===== src/rtl/pc_unit_if.sv =====
// Fetch-stage control/bus bundle between the PC stage and its driver.
// The driver owns control and operands; the PC stage owns PC and RAS status.
interface pc_unit_if #(
    parameter int unsigned XLEN      = 64,
    parameter int unsigned RAS_DEPTH = 4
);
    localparam int unsigned CNT_W = $clog2(RAS_DEPTH) + 1;

    logic             stall;
    logic             branch;
    logic             jal;
    logic             jalr;
    logic             call;
    logic             ret;
    logic [XLEN-1:0]  immd;
    logic [XLEN-1:0]  rs1_val;
    logic [XLEN-1:0]  pc;
    logic [XLEN-1:0]  pc_plus4;
    logic             misalign;
    logic [XLEN-1:0]  ras_top;
    logic             ras_valid;
    logic [CNT_W-1:0] ras_count;

    modport master (
        output stall, branch, jal, jalr, call, ret, immd, rs1_val,
        input  pc, pc_plus4, misalign, ras_top, ras_valid, ras_count
    );

    modport slave (
        input  stall, branch, jal, jalr, call, ret, immd, rs1_val,
        output pc, pc_plus4, misalign, ras_top, ras_valid, ras_count
    );
endinterface


===== src/rtl/pc_unit.sv =====
// Program-counter stage: next-PC selection, misaligned-target trap redirect
// and a circular return-address stack for call/return prediction.
module pc_unit #(
    parameter int unsigned XLEN         = 64,
    parameter int unsigned IMM_SHIFT    = 1,
    parameter logic [63:0] RESET_VECTOR = 64'h0,
    parameter logic [63:0] TRAP_VECTOR  = 64'h100,
    parameter int unsigned RAS_DEPTH    = 4
) (
    input  logic       clk,
    input  logic       reset,
    pc_unit_if.slave   bus
);
    localparam int unsigned   PTR_W  = $clog2(RAS_DEPTH);
    localparam int unsigned   CNT_W  = PTR_W + 1;
    localparam logic [XLEN-1:0] RST_PC  = XLEN'(RESET_VECTOR);
    localparam logic [XLEN-1:0] TRAP_PC = XLEN'(TRAP_VECTOR);

    logic [XLEN-1:0]  r_pc;
    logic             r_misalign;
    logic [XLEN-1:0]  r_ras [RAS_DEPTH];
    logic [PTR_W-1:0] r_wp;
    logic [CNT_W-1:0] r_count;

    logic [XLEN-1:0]  w_pc_plus4;
    logic [XLEN-1:0]  w_jalr_tgt;
    logic [XLEN-1:0]  w_rel_tgt;
    logic [XLEN-1:0]  w_target;
    logic [XLEN-1:0]  w_next_pc;
    logic             w_redirect;
    logic             w_misalign;
    logic [PTR_W-1:0] w_top_idx;
    logic             w_ras_empty;
    logic             w_ras_full;
    logic             w_push;
    logic             w_replace;
    logic             w_pop;

    assign w_pc_plus4 = r_pc + XLEN'(4);
    assign w_jalr_tgt = (bus.rs1_val + bus.immd) & ~XLEN'(1);
    assign w_rel_tgt  = r_pc + (bus.immd << IMM_SHIFT);

    // jalr outranks branch/jal; everything else falls through sequentially
    always_comb begin
        w_target = w_pc_plus4;
        if (bus.jalr) begin
            w_target = w_jalr_tgt;
        end else if (bus.branch || bus.jal) begin
            w_target = w_rel_tgt;
        end
    end

    assign w_redirect = bus.jalr || bus.branch || bus.jal;
    assign w_misalign = w_redirect && (w_target[1:0] != 2'b00);
    assign w_next_pc  = w_misalign ? TRAP_PC : w_target;

    assign w_top_idx   = r_wp - PTR_W'(1);
    assign w_ras_empty = (r_count == '0);
    assign w_ras_full  = (r_count == CNT_W'(RAS_DEPTH));

    // call+ret replaces the top entry unless the stack is empty, where it pushes
    assign w_push    = bus.call && (!bus.ret || w_ras_empty);
    assign w_replace = bus.call && bus.ret && !w_ras_empty;
    assign w_pop     = bus.ret && !bus.call && !w_ras_empty;

    always_ff @(posedge clk) begin
        if (reset) begin
            r_pc       <= RST_PC;
            r_misalign <= 1'b0;
            r_wp       <= '0;
            r_count    <= '0;
            // Entries are cleared so ras_top is never X downstream
            for (int unsigned i = 0; i < RAS_DEPTH; i++) begin
                r_ras[i] <= '0;
            end
        end else if (!bus.stall) begin
            r_pc       <= w_next_pc;
            r_misalign <= w_misalign;
            if (w_push) begin
                r_ras[r_wp] <= w_pc_plus4;
                r_wp        <= r_wp + PTR_W'(1);
                if (!w_ras_full) begin
                    r_count <= r_count + CNT_W'(1);
                end
            end else if (w_replace) begin
                r_ras[w_top_idx] <= w_pc_plus4;
            end else if (w_pop) begin
                r_wp    <= w_top_idx;
                r_count <= r_count - CNT_W'(1);
            end
        end
    end

    assign bus.pc        = r_pc;
    assign bus.pc_plus4  = w_pc_plus4;
    assign bus.misalign  = r_misalign;
    assign bus.ras_top   = r_ras[w_top_idx];
    assign bus.ras_valid = !w_ras_empty;
    assign bus.ras_count = r_count;

endmodule


===== src/flat_wrapper.sv =====
// flat-port wrapper written by rule: the top's interface ports become plain ports
module pc_unit_flat 
#(
    parameter int unsigned XLEN         = 64,
    parameter int unsigned IMM_SHIFT    = 1,
    parameter logic [63:0] RESET_VECTOR = 64'h0,
    parameter logic [63:0] TRAP_VECTOR  = 64'h100,
    parameter int unsigned RAS_DEPTH    = 4
)
  (clk, reset, bus_stall, bus_branch, bus_jal, bus_jalr, bus_call, bus_ret, bus_immd, bus_rs1_val, bus_pc, bus_pc_plus4, bus_misalign, bus_ras_top, bus_ras_valid, bus_ras_count);
  pc_unit_if #(.XLEN(XLEN), .RAS_DEPTH(RAS_DEPTH)) bus_i ();
  input  logic clk;
  input  logic reset;
  input wire logic [$bits(bus_i.stall)-1:0] bus_stall;
  input wire logic [$bits(bus_i.branch)-1:0] bus_branch;
  input wire logic [$bits(bus_i.jal)-1:0] bus_jal;
  input wire logic [$bits(bus_i.jalr)-1:0] bus_jalr;
  input wire logic [$bits(bus_i.call)-1:0] bus_call;
  input wire logic [$bits(bus_i.ret)-1:0] bus_ret;
  input wire logic [$bits(bus_i.immd)-1:0] bus_immd;
  input wire logic [$bits(bus_i.rs1_val)-1:0] bus_rs1_val;
  output wire logic [$bits(bus_i.pc)-1:0] bus_pc;
  output wire logic [$bits(bus_i.pc_plus4)-1:0] bus_pc_plus4;
  output wire logic [$bits(bus_i.misalign)-1:0] bus_misalign;
  output wire logic [$bits(bus_i.ras_top)-1:0] bus_ras_top;
  output wire logic [$bits(bus_i.ras_valid)-1:0] bus_ras_valid;
  output wire logic [$bits(bus_i.ras_count)-1:0] bus_ras_count;
  assign bus_i.stall = bus_stall;
  assign bus_i.branch = bus_branch;
  assign bus_i.jal = bus_jal;
  assign bus_i.jalr = bus_jalr;
  assign bus_i.call = bus_call;
  assign bus_i.ret = bus_ret;
  assign bus_i.immd = bus_immd;
  assign bus_i.rs1_val = bus_rs1_val;
  assign bus_pc = bus_i.pc;
  assign bus_pc_plus4 = bus_i.pc_plus4;
  assign bus_misalign = bus_i.misalign;
  assign bus_ras_top = bus_i.ras_top;
  assign bus_ras_valid = bus_i.ras_valid;
  assign bus_ras_count = bus_i.ras_count;
  pc_unit #(.XLEN(XLEN), .IMM_SHIFT(IMM_SHIFT), .RESET_VECTOR(RESET_VECTOR), .TRAP_VECTOR(TRAP_VECTOR), .RAS_DEPTH(RAS_DEPTH)) u_core (.clk(clk), .reset(reset), .bus(bus_i));
endmodule

===== config.mk =====
export PLATFORM = sky130hd
export DESIGN_NAME = pc_unit_flat
export DESIGN_NICKNAME = d
export VERILOG_FILES = /design/src/rtl/pc_unit_if.sv /design/src/rtl/pc_unit.sv /design/src/flat_wrapper.sv
export SDC_FILE = /design/constraint.sdc
export NUM_CORES = 1
export LEC_CHECK = 0
export CORE_MARGIN = 3
export CORE_UTILIZATION = 60
export DETAILED_ROUTE_END_ITERATION = 8
export GPL_TIMING_DRIVEN = 0
export HOLD_SLACK_MARGIN = 0.15
export PLACE_DENSITY = 0.93
export RECOVER_POWER = 50
export SETUP_SLACK_MARGIN = 0.4
export SYNTH_ARGS = -nofsm -noshare
export SYNTH_HDL_FRONTEND = slang
export SYNTH_SLANG_ARGS = --single-unit

===== constraint.sdc =====
create_clock -name clk -period 8.2 [get_ports clk]
set_input_delay 0.82 -clock clk [delete_from_list [all_inputs] [get_ports clk]]
set_output_delay 0.82 -clock clk [all_outputs]
set_load 0.01 [all_outputs]

=== Yosys cells after proc, flatten, opt, wreduce, memory -nomap -nowiden ===
Memory sizes are Yosys's and may differ from the RTL's.
Index checks and enable logic that the tools add are counted.

* Add/subtract/negate cells: 7
* Equality and inequality tests: 3
* Muxes and demuxes: 27
* Bitwise gates (word level): 1
* Reductions and logical operators: 20

{| class="wikitable"
|+ Operator list
! operator !! count
|-
| 2-to-1 mux 64 bit || 5
|-
| adder 64 bit || 2
|-
| OR reduction 64 bit || 2
|-
| adder 64 x 3 -> 64 bit (second input constant) || 1
|-
| 2-to-1 mux 1 bit || 13
|-
| 2-to-1 mux 3 bit || 4
|-
| 2-to-1 mux 2 bit || 5
|-
| logical AND 1 bit || 6
|-
| logical OR 1 bit || 4
|-
| AND reduction 4 bit || 1
|-
| nonzero test 2 bit || 2
|-
| adder 3 x 1 -> 3 bit (second input constant) || 1
|-
| == test 3 bit (second input constant) || 1
|-
| zero test 1 bit || 3
|-
| zero test 3 bit || 1
|-
| AND reduction 3 bit || 1
|-
| subtractor 3 x 1 -> 3 bit (second input constant) || 1
|-
| adder 2 x 1 -> 2 bit (second input constant) || 1
|-
| != test 2 x 1 -> 1 bit (second input constant) || 1
|-
| != test 2 bit (second input constant) || 1
|-
| subtractor 2 x 1 -> 2 bit (second input constant) || 1
|-
| inverter 1 bit || 1
|}

* Register bits: 70
* Memory bits (writable): 256
* Input port bits: 136
* Output and inout port bits: 197
* Word-level logic and storage cells: 63
* Memories kept: 1

{| class="wikitable"
|+ Memories
! name !! depth !! bits a word !! read ports !! clocked after memory_dff !! write ports !! RTL line !! source
|-
| u_core.r_ras || 4 || 64 || 1 || 0 || 4 || pc_unit.sv:21 || <nowiki>logic [XLEN-1:0] r_ras [RAS_DEPTH];</nowiki>
|}

=== Logic depth before layout (Yosys ltp) ===
* Depth in word-level cells: 10
* Mapped depth: 14
* Mapped depth without buffers: 14

=== Worst setup path after synthesis ===
OpenSTA, ideal clock, no wires.

* Kind: input-to-reg
* Start: input bus_immd[0]
* End: register u_core.r_pc[58] (netlist: u_core.bus.pc[58])
* Library setup time: 0.117 ns
* Data arrival time: 3.741 ns
* Required time: 8.083 ns
* Slack: 4.342 ns
* Stages on the path: 13
* Path buffers: 0
* Path through: and2_1 > fa_1 > a211o_1 > a21oi_2 > a211oi_2 > a311oi_2 > o21ai_2 > o2111ai_2 > nand3_2 > and3_4 > or3_1 > a41o_1 > a22o_1

* Cells in the longest elaborated chain, start to end: 6
* Elaborated cells between the ends (all ways): 7
* Those cells by class: add/sub (2); mux (3); reduce/logical (2)

{| class="wikitable"
|+ Ends and longest elaborated chain
! element !! RTL line !! source
|-
| from (decl) || flat_wrapper.sv:20 || <nowiki>input wire logic [$bits(bus_i.immd)-1:0] bus_immd;</nowiki>
|-
| adder 64 bit || pc_unit.sv:41 || <nowiki>assign w_rel_tgt = r_pc + (bus.immd << IMM_SHIFT);</nowiki>
|-
| 2-to-1 mux 64 bit || pc_unit.sv:48 || <nowiki>end else if (bus.branch || bus.jal) begin</nowiki>
|-
| 2-to-1 mux 64 bit (*) || pc_unit.sv:46 || <nowiki>if (bus.jalr) begin</nowiki>
|-
| nonzero test 2 bit || pc_unit.sv:54 || <nowiki>assign w_misalign = w_redirect && (w_target[1:0] != 2'b00);</nowiki>
|-
| logical AND 1 bit || pc_unit.sv:54 ||
|-
| 2-to-1 mux 64 bit (*) || pc_unit.sv:55 || <nowiki>assign w_next_pc = w_misalign ? TRAP_PC : w_target;</nowiki>
|-
| to (signal assigned) || pc_unit.sv:77 || <nowiki>r_pc <= w_next_pc;</nowiki>
|-
| to (decl) || pc_unit.sv:19 || <nowiki>logic [XLEN-1:0] r_pc;</nowiki>
|}

Mark *: on every way between the ends. The rest lies on a longest branch, timed or not.
A chain may end at the register's enable or synchronous reset.

=== Worst setup path after layout ===
* Start: register u_core.r_pc[3] (netlist: u_core.bus.pc[3])
* End: output bus_pc_plus4[58]

* Cells in the longest elaborated chain, start to end: 1

{| class="wikitable"
|+ Ends and longest elaborated chain
! element !! RTL line !! source
|-
| adder 64 x 3 -> 64 bit || pc_unit.sv:39 || <nowiki>assign w_pc_plus4 = r_pc + XLEN'(4);</nowiki>
|-
| to (decl) || flat_wrapper.sv:23 || <nowiki>output wire logic [$bits(bus_i.pc_plus4)-1:0] bus_pc_plus4;</nowiki>
|}

Every way passes these cells.

==> metrics.yaml <==
worst_setup_path_start_kind: "register"
min_from: "u_core.bus.misalign"
final_antenna_net_count: 0
wl_per_cell_um: 27.5
area.growth.synth_to_final_pct: 22.8
synth-edff-count: 256
most_common_library_cell_in_the_layout_ignoring_fill_and_taps: "nor2_1"
synthArstFlopShare_pct: 0
synth-main-ff-cell: "edfxtp_1"
netlist.area_leader.share_pct: 34.0
fin_crit_sh_pct: 75.7
net_count_of_the_finished_layout: 3055
drt_first_pass_iters: 6
ctsHoldBuffers: 0
internal_power_mw: 3.57
first_global_vias: 21900
die_x_um: 200
crit_path_time_final_ps: 6210
cts_setup_buffers: 0
synthesis.area_per_instance_um2: 9.34
fin_setup_tns_ps: 0
register_bit_total_from_synthesis: 326
timing.final.hold_violations: 0
syn_nets: 2686
r2r_start: "u_core.r_wp[0]"
violations: "capacitance limit, slew limit"
critical_path_peak_fanout: 10
antenna_found_initial: 6
maximum_number_of_pins_on_one_net_before_global_route_repair: 65
post_synth_inst_count: 2422
max-cap-violations: 1
cts_tree: "built"
tritoncts_num_sinks: 326
min_path_type: "reg2reg"
numPortBuffers: 331
post_synthesis_cell_type_count: 99
holdPathStages: 2
rsz0062_at_grt: "false"
fin_util_pct: 75.3
final-setup-viol-count: 0
power_frac_comb_pct: 29.6
timing.setup.critical_path_class: "reg2out"
seqPwrFrac_pct: 37.1
syn_std_cell_area_mm2: 0.0226
r2r_slack_ps: 2780
critical_path.endpoint_type: "output pin"
cellLeakagePower_nw: 11.2
placementRows: 70
die_height_um: 200
timing.rr.end: "u_core.r_ras[3][44]"
synthDominantAreaCellType: "edfxtp_1"
worstHoldEndpoint: "u_core.bus.misalign"
globalRoute.totalOverflow: 0
cts-htree-levels: 2
cts_buffers: 35
synth_seq_area_share_pct: 40.2
floorplan.initialDensity_pct: 61.3
cts-resized-gates: 0
dr_total_vias: 22900
switching_fraction_pct: 33.0
pwr-share-clk_pct: 33.3
most_frequent_cells_in_the_layout: "346 x nor2_1, 256 x edfxtp_1, 250 x clkdlybuf4s50_1"
grt_first_pass_wirelength_mm: 137
final_layout_size_suffix_gt1_share_pct: 6.32
io_pins: 333
crit_arrival_ps: 5390
totalWireLength_mm: 91.5
hold_slack_ps: 509
cts_root_buf: "clkbuf_16"
synth_warnings: 0
net_switching_power_mw: 1.76
max_slew.worst_pin.slew_ps: 3470
power.ir.vdd_worst_v: 0.000129
final.setup_skew_ps: 25.9
clockBufferDepth: 3
status: "finished, violations left"
gr-usage-all-layers_pct: 44.2
route.detailed.vias_per_inst: 6.89
initialDrtViolationCount: 3504
clk_transition_reported_paths_ps: 70
slew_headroom_pct: -131
core-area_mm2: 0.0369
powerDensity_mw_per_mm2: 192
nFillCells: 2389
die-area_mm2: 0.0401
place.detailed.hpwl_mm: 65.3
drc_errors: 0
report.final.slew_viol_count: 51
clk_latency_worst_skew_pair_ps: 560
top_cells_by_area_synth: "edfxtp_1 34%, ha_1 6.9%, mux4_2 6.4%"
globalplace.congestion: 1.06
worst_r2r_path_depth: 6
critical_path_data_required_time_ps: 7380
fmaxAchievable_ghz: 0.161
layer usage:
layer	GRT usage [%]	up-vias	part of all wire (%)
li1	-	9609	-
met1	57.2	10600	35
met4	21.6	6	6.1
met5	0	-	0.037
met2	69.3	2206	45
met3	12.2	465	14
worst max path at each step:
stage	from	to	slack [ps]	cells past startpoint
floorplan	bus_immd[0]	u_core.bus.pc[58]	4340	13
CTS	u_core.bus.pc[2]	bus_pc_plus4[53]	3010	10
finish	u_core.bus.pc[3]	bus_pc_plus4[58]	1990	9
global placement	reset	u_core.r_ras[1][11]	2240	8
global route	u_core.bus.pc[3]	bus_pc_plus4[58]	1860	9
detailed placement	bus_immd[0]	u_core.bus.pc[57]	2780	15
per-stage QoR:
step | setup slack, ps | power, mW | std cells | cell area, µm²
final | 1990 | 5.33 | 3324 | 27800
after global routing | 1860 | 5.46 | 3322 | 27800
after CTS | 3010 | 5.27 | 3321 | 27900
after detailed placement | 2780 | 3.52 | 3258 | 26600
after global placement | 2240 | 3.49 | 3257 | 26600
after floorplan | 4340 | 2.87 | 2422 | 22600
state kept, by name (all words and copies together), names as in the netlist:
signal / count
u_core.r_ras: 256
u_core.bus.pc: 64
u_core.bus.ras_count: 3
u_core.r_wp: 2
u_core.bus.misalign: 1
power groups by stage:
stage / Clock [mW] / Sequential (mW) / Combinational (mW)
3_5_place_dp: 0 / 2.00 / 1.52
3_3_place_gp: 0 / 1.99 / 1.50
4_1_cts: 1.75 / 1.97 / 1.55
2_1_floorplan: 0 / 1.98 / 0.895
5_1_grt: 1.81 / 1.98 / 1.67
6_report: 1.78 / 1.98 / 1.58
worst max-delay path: stages, from the launching register on:
cell and delay [ps]:
dfxtp_1 570, ha_1 320, and3_1 330, nor3b_1 850, and2_0 500, and2b_1 230
nand3_1 450, nor3_1 350, xor2_1 560, clkdlybuf4s50_1 680
synthesized netlist by cell type, drive strengths merged (11+ instances only):
master    n
nor2    347
edfxtp  256
nand2   252
a21oi   201
o21ai   133
ha      125
inv     123
xnor2   107
clkbuf  105
a21o     81
dfxtp    70
mux4     64
xor2     63
nand3    52
nand4    52
a211oi   38
buf      34
nor3     31
a22oi    24
o21bai   24
a31oi    21
and3     18
o21a     14
and2     12
a21boi   11
o211ai   11
o31ai    11
logic make-up after synthesis:
group,after synthesis,synth area share (%)
xor gates and xnor gates,170,6.59
muxes,69,6.60
AOI/OAI and AO/OA,648,18.9
and+or+nand+nor,819,16.1
buffers and inverters,262,4.44
adders and majority gates,128,7.18
DFF,326,40.2
area by class of cell:
| cell class | count | area, µm² | share of cell area [%] |
|---|---|---|---|
| Sequential cell | 326 | 9090 | 32.7 |
| Clock buffer | 43 | 936 | 3.37 |
| Multi-Input combinational cell | 1834 | 12500 | 45.0 |
| Clock inverter | 20 | 305 | 1.10 |
| Tap cell | 504 | 631 | 2.27 |
| Antenna cell | 3 | 7.51 | 0.0270 |
| Buffer | 139 | 542 | 1.95 |
| Timing Repair Buffer | 332 | 3320 | 11.9 |
| Inverter | 123 | 462 | 1.66 |
Note: power is estimated with default switching activity, not from simulation.
